<file path="config.mk">
export PLATFORM = sky130hd
export DESIGN_NAME = apb_or_accum_slave
export DESIGN_NICKNAME = d
export VERILOG_FILES = /design/src/rtl/apb_or_accum_slave.sv
export SDC_FILE = /design/constraint.sdc
export NUM_CORES = 1
export LEC_CHECK = 0
export ABC_AREA = 1
export BUFFER_PORTS_ARGS = -buffer_cell sky130_fd_sc_hd__buf_2
export CAP_MARGIN = 30
export CORE_MARGIN = 3
export CORE_UTILIZATION = 42
export CTS_BUF_LIST = sky130_fd_sc_hd__clkbuf_8
export CTS_CLUSTER_DIAMETER = 150
export DETAILED_ROUTE_END_ITERATION = 8
export PLACE_DENSITY = 0.67
export SYNTH_ARGS = -nofsm -noshare
export SYNTH_HDL_FRONTEND = slang
export SYNTH_SLANG_ARGS = --single-unit
</file>
<file path="constraint.sdc">
create_clock -name PCLK -period 1.4 [get_ports PCLK]
set_input_delay 0.14 -clock PCLK [delete_from_list [all_inputs] [get_ports PCLK]]
set_output_delay 0.14 -clock PCLK [all_outputs]
set_load 0.005 [all_outputs]
</file>
<file path="src/rtl/apb_or_accum_slave.sv">
// rtl/apb_or_accum_slave.sv - APB3 completer with DATA/CONTROL/RESULT and a sticky OR accumulator
// Zero-wait-state; START in CONTROL ORs the stored DATA into RESULT and self-clears one edge later.
module apb_or_accum_slave #(
  parameter int ADDR_WIDTH = 32,
  parameter int DATA_WIDTH = 32
) (
  input  logic                  PCLK,
  input  logic                  PRESETn,
  input  logic                  PSEL,
  input  logic                  PENABLE,
  input  logic                  PWRITE,
  input  logic [ADDR_WIDTH-1:0] PADDR,
  input  logic [DATA_WIDTH-1:0] PWDATA,
  output logic [DATA_WIDTH-1:0] PRDATA,
  output logic                  PREADY,
  output logic                  PSLVERR
);

  localparam logic [ADDR_WIDTH-1:0] ADDR_DATA    = ADDR_WIDTH'(0);
  localparam logic [ADDR_WIDTH-1:0] ADDR_CONTROL = ADDR_WIDTH'(4);
  localparam logic [ADDR_WIDTH-1:0] ADDR_RESULT  = ADDR_WIDTH'(8);

  logic [DATA_WIDTH-1:0] r_data;
  logic [DATA_WIDTH-1:0] r_result;
  logic                  r_start;

  logic w_access;
  logic w_sel_data;
  logic w_sel_control;
  logic w_sel_result;
  logic w_err;
  logic w_wr_data;
  logic w_wr_start;

  // Gating with PRESETn keeps the bus outputs quiet while reset is held.
  assign w_access      = PSEL & PENABLE & PRESETn;
  assign w_sel_data    = (PADDR == ADDR_DATA);
  assign w_sel_control = (PADDR == ADDR_CONTROL);
  assign w_sel_result  = (PADDR == ADDR_RESULT);

  assign w_err = w_access &
                 (~(w_sel_data | w_sel_control | w_sel_result) | (PWRITE & w_sel_result));

  assign w_wr_data  = w_access & PWRITE & ~w_err & w_sel_data;
  assign w_wr_start = w_access & PWRITE & ~w_err & w_sel_control & PWDATA[0];

  always_ff @(posedge PCLK or negedge PRESETn) begin
    if (!PRESETn) begin
      r_data   <= '0;
      r_result <= '0;
      r_start  <= 1'b0;
    end else begin
      r_start <= w_wr_start;
      if (w_wr_data) begin
        r_data <= PWDATA;
      end
      // Uses the DATA already stored; a same-cycle DATA write is impossible on APB.
      if (w_wr_start) begin
        r_result <= r_result | r_data;
      end
    end
  end

  always_comb begin
    PRDATA = '0;
    if (w_access && !PWRITE) begin
      if (w_sel_data) begin
        PRDATA = r_data;
      end else if (w_sel_control) begin
        PRDATA = DATA_WIDTH'(r_start);
      end else if (w_sel_result) begin
        PRDATA = r_result;
      end
    end
  end

  assign PREADY  = 1'b1;
  assign PSLVERR = w_err;

endmodule

</file>
After elaboration in Yosys (flattened, before gate mapping)
Cells that the tools add are included.
{"block": "totals", "register_bits": 65, "out_inout_bits": 34, "elab_cells": 27}
{"block": "op_classes", "n_eq_ne": 2, "n_mux": 4, "bitwise": 15, "n_reduce_logical": 3}
{"operator": "32-bit 2-to-1 mux", "count": 4}
{"operator": "32-bit by 3-bit == test with 1-bit output, second input constant", "count": 1}
{"operator": "32-bit by 4-bit == test with 1-bit output, second input constant", "count": 1}
{"operator": "32-bit zero test", "count": 1}
{"operator": "32-bit OR", "count": 1}
{"operator": "1-bit AND", "count": 9}
{"operator": "1-bit OR", "count": 3}
{"operator": "1-bit NOT", "count": 2}
{"operator": "1-bit logical AND", "count": 1}
{"operator": "1-bit zero test", "count": 1}

Logic depth before layout (Yosys ltp)
{"block": "depth", "depth_word": 10, "depth_mapped": 10, "ltp_nobuf": 10}

Worst setup path before layout
OpenSTA, ideal clock, no wires.
{"block": "synth_timing", "path_kind": "input to output", "start": "input port PADDR[7]", "end": "output port PRDATA[10]", "arrival_ps": 1108, "required_ps": 1260, "slack_ps": 152, "path_stages": 8, "cell_sequence": "nor2_1 nand2_1 nor2_2 nand2_4 nor2_8 buf_2 nand2_1 a21oi_1"}
{"block": "synth_between", "elab_chain_len": 5, "word_cells_on_any_way": 7}
{"item": "from (decl)", "line_no": "12", "rtl": "input logic [ADDR_WIDTH-1:0] PADDR,"}
{"item": "32-bit by 4-bit == test with 1-bit output", "line_no": "39", "rtl": "assign w_sel_result = (PADDR == ADDR_RESULT);"}
{"item": "32-bit 2-to-1 mux", "line_no": "71", "rtl": "end else if (w_sel_result) begin"}
{"item": "32-bit 2-to-1 mux", "line_no": "69", "rtl": "end else if (w_sel_control) begin"}
{"item": "32-bit 2-to-1 mux (*)", "line_no": "67", "rtl": "if (w_sel_data) begin"}
{"item": "32-bit 2-to-1 mux (*)", "line_no": "66", "rtl": "if (w_access && !PWRITE) begin"}
{"item": "to (decl)", "line_no": "14", "rtl": "output logic [DATA_WIDTH-1:0] PRDATA,"}
Every way passes the cells marked *; elsewhere a longest branch is shown, timed or not.

Final worst setup path
{"block": "layout_timing", "start": "input port PADDR[7]", "end": "output port PRDATA[12]"}
Same word-level chain as after synthesis.

==> summary.md <==
| Metric | Value |
|---|---|
| Status | complete, but fails checks |
| Violated checks | setup timing |
| CTS tree | done |
| CP arrival | 1.43 ns |
| Synth Area in XOR/XNOR | 0 |
| Final Max Slew Viols | 0 |
| Final period util | 1.12 |
| Clock sinks | 65 |
| LEAKAGE | 2.60 nW |
| Core area | 7890 µm² |
| Critical path launch point type | input pin |
| Pint | 0.00281 W |
| Count leader, synth | nand2_1 |
| Rel. slew slack | 0.450 |
| Critical Path Fanout Max | 7 |
| Final setup fails | 33 |
| CTS root buf | clkbuf_8 |
| Mux contribution to synthesized area | 0 |
| Yosys top cell area share | 0.466 |
| Synth warnings | 0 |
| Ys flop type | dfrtp_1 |
| Worst Max-Slew Pin Slew | 0.825 ns |
| Critical Path RT | 1.26 ns |
| Mapped cell area | 3490 µm² |
| Vias after detailed routing | 3250 |
| Kind of critical path | in -> out |
| RSZ-0062 raised after global routing | yes |
| Die ar. | 9440 µm² |
| Final worst slack | -0.168 ns |
| Layout cells sized above 1 | 0.480 |
| Die Y | 97.2 µm |
| Multi-input combinational cell area | 1750 µm² |
| Worst-Skew Late Latency | 0.34 ns |
| Ant diodes | 0 |
| Post-DRT Antenna Nets | 0 |
| WL/cell | 14.0 µm |
| Rows | 32 |
| GRT Total Usage | 0.187 |
| Fin Hold WS | 0.0358 ns |
| TritonCTS buffer count | 9 |
| Adder-Cell Fraction of Synth Area | 0 |
| Final Hold Vio Count | 0 |
| Max Cap Viol | 0 |
| DRC errors left | 0 |
| 1st-iter DRT viols | 155 |
| Drt pass-1 iters | 4 |
| Largest net degree at the start of global routing | 66 |
| First-pass GRT wire length | 14600 µm |
| Storage element area | 1630 µm² |
| Sw frac | 0.237 |
| Logic pwr share | 0.077 |
| Main area contributors after synthesis | dfrtp_1 (47%), nand2_1 (15%), o21ai_2 (8.0%), inv_1 (7.4%), nand4_1 (5.7%) |
| Largest family of logic cells by synthesized area | simple AND/OR/NAND/NOR gates |
| Routing usage on met1 | 0.242 |
| Hpwl dp | 6100 µm |
| Final wirelength | 9320 µm |
| Vias in the first global route | 3157 |
| Clock Skew | 0.00706 ns |
| Worst IR drop on VDD | 0.000379 V |
| Gpl congestion | 0.755 |
| Initial antenna violation count | 1 |
| FF+latch count, synth | 65 |
| Synth Area in Compound Gates | 0.134 |
| Synth Area in Simple Gates | 0.271 |
| Cells after synthesis | 434 |
| Gr busiest metal | met2 |
| Top cells by count, synth | nand2_1 (140), inv_1 (69), dfrtp_1 (65) |
| EDFF count, synth | 0 |
| Post-synth cell types | 24 |
| Met2 usage | 0.309 |
| Die Wd | 97.2 µm |
| Area delta synth->final | 42.4% |
| CTS max path bufs | 2 |
| Port bufs | 101 |
| Flop pwr share | 0.509 |
| Clk network pwr share | 0.413 |
| # H-tree levels | 3 |
| Switch Pwr | 0.000873 W |
| Post-route minimum period | 1.57 ns |
| Top-Level Pins | 103 |
| Post-Syn Nets | 503 |
| DR vias/cell | 4.89 |
| Layout Cells excl Fill | 664 |
| Syn avg cell area | 8.04 µm² |
| Cells after DPL | 640 |
| Fmax | 638 MHz |
| Power per standard cell area | 742 nW/µm² |
| Total grt overflow | 0 |
| Cell taking the most area after synthesis | dfrtp_1 |
| CP Capture Type | output port |
| Seq/Total Area, Yosys | 0.466 |
| Fill count | 679 |
| Hold Crit Class | in -> reg |
| Nets | 626 |
| Starting density of the core | 0.442 |
| Hold buffer count at CTS | 0 |
| Asr flop ratio synth | 1.00 |
| Clk slew on worst S/H paths | 0.08 ns |
| GR Util met3 | 0.0366 |
## power by group through the flow
stage | clock network [W] | registers, W | logic [W]
4_1_cts | 0.00155 | 0.00188 | 0.000240
3_3_place_gp | 0 | 0.00191 | 0.000219
5_1_grt | 0.00164 | 0.00188 | 0.000315
2_1_floorplan | 0 | 0.00191 | 0.0000650
3_5_place_dp | 0 | 0.00191 | 0.000222
6_report | 0.00152 | 0.00188 | 0.000286
## timing repair
action,4_1_cts,5_1_grt
resized for setup,31,81
setup buffers,3,4
pin swaps,6,16
cloned,0,2
hold endpoints to repair,0,0
endpoints found under the setup margin,33,52
## cell families after synthesis
family | count (synthesis)
flops | 65
other cells | 1
buf+inv | 94
compound gates | 67
simple gates | 207
## registers in the layout (all words and copies together), names as in the netlist
| register | cells |
|---|---|
| r_data | 32 |
| r_start | 1 |
| r_result | 32 |
## metrics by stage
step                power [W]  utilization  TNS [ns]  cell area [µm²]  setup slack [ns]
finish                0.00369        0.630     -3.96             4970            -0.168
CTS                   0.00367        0.583     -2.68             4600            -0.123
global route          0.00383        0.630     -6.18             4970            -0.228
global placement      0.00213        0.541     -9.36             4260            -0.130
floorplan             0.00198            -         0             3490             0.152
detailed placement    0.00214        0.541    -11.65             4260            -0.174
## layout make-up
| class | instances | share of cell area |
|---|---|---|
| Inverter | 69 | 0.0521 |
| Multi-Input combinational cell | 275 | 0.351 |
| Sequential cell | 65 | 0.327 |
| Clock inverter | 7 | 0.0128 |
| Tap cell | 102 | 0.0257 |
| Clock buffer | 9 | 0.0249 |
| Timing Repair Buffer | 137 | 0.206 |
## placed cells by master, fill, tap and decap left out, types with 2 or more instances in the layout
cell       instances
clkbuf_8           9
nor2_1             2
buf_2             87
nand2_4           13
nor2_4            13
buf_6             17
nand2_1          109
a21oi_1            8
clkbuf_16          2
a21oi_2           25
o21ai_2           32
nand3_1            2
clkinv_2           2
nand4_1           32
buf_4             22
buf_12             9
nand2_2           21
dfrtp_1           65
nor2_2            11
inv_1             71
## metal layers
| metal | up-vias | wire, µm |
|---|---|---|
| li1 | 1607 | - |
| met4 | 2 | 119 |
| met5 | - | 13 |
| met3 | 9 | 543 |
| met2 | 105 | 4690 |
| met1 | 1527 | 3950 |
## critical path, stage by stage
cell	delay, ns
buf_2	0.12
nor2_4	0.13
nand2_4	0.08
nor2_4	0.12
nand2_4	0.08
nor2_8	0.21
clkbuf_16	0.22
nand2_1	0.07
a21oi_2	0.12
buf_2	0.12
## path summary, 6_finish.rpt
check / from / end / slack, ns / cells past startpoint
setup / recovery: PADDR[7] / PRDATA[12] / -0.17 / 10
max in group asynchronous: PRESETn / r_result[6] / 0.77 / 2
hold reg to reg: r_result[30] / r_result[30] / 0.47 / 2
hold / removal: PWDATA[18] / r_data[18] / 0.04 / 3
setup reg to reg: r_data[27] / r_result[27] / 0.70 / 2
min in group asynchronous: PRESETn / r_result[14] / 0.08 / 2
Note: power is estimated with default switching activity, not from simulation.
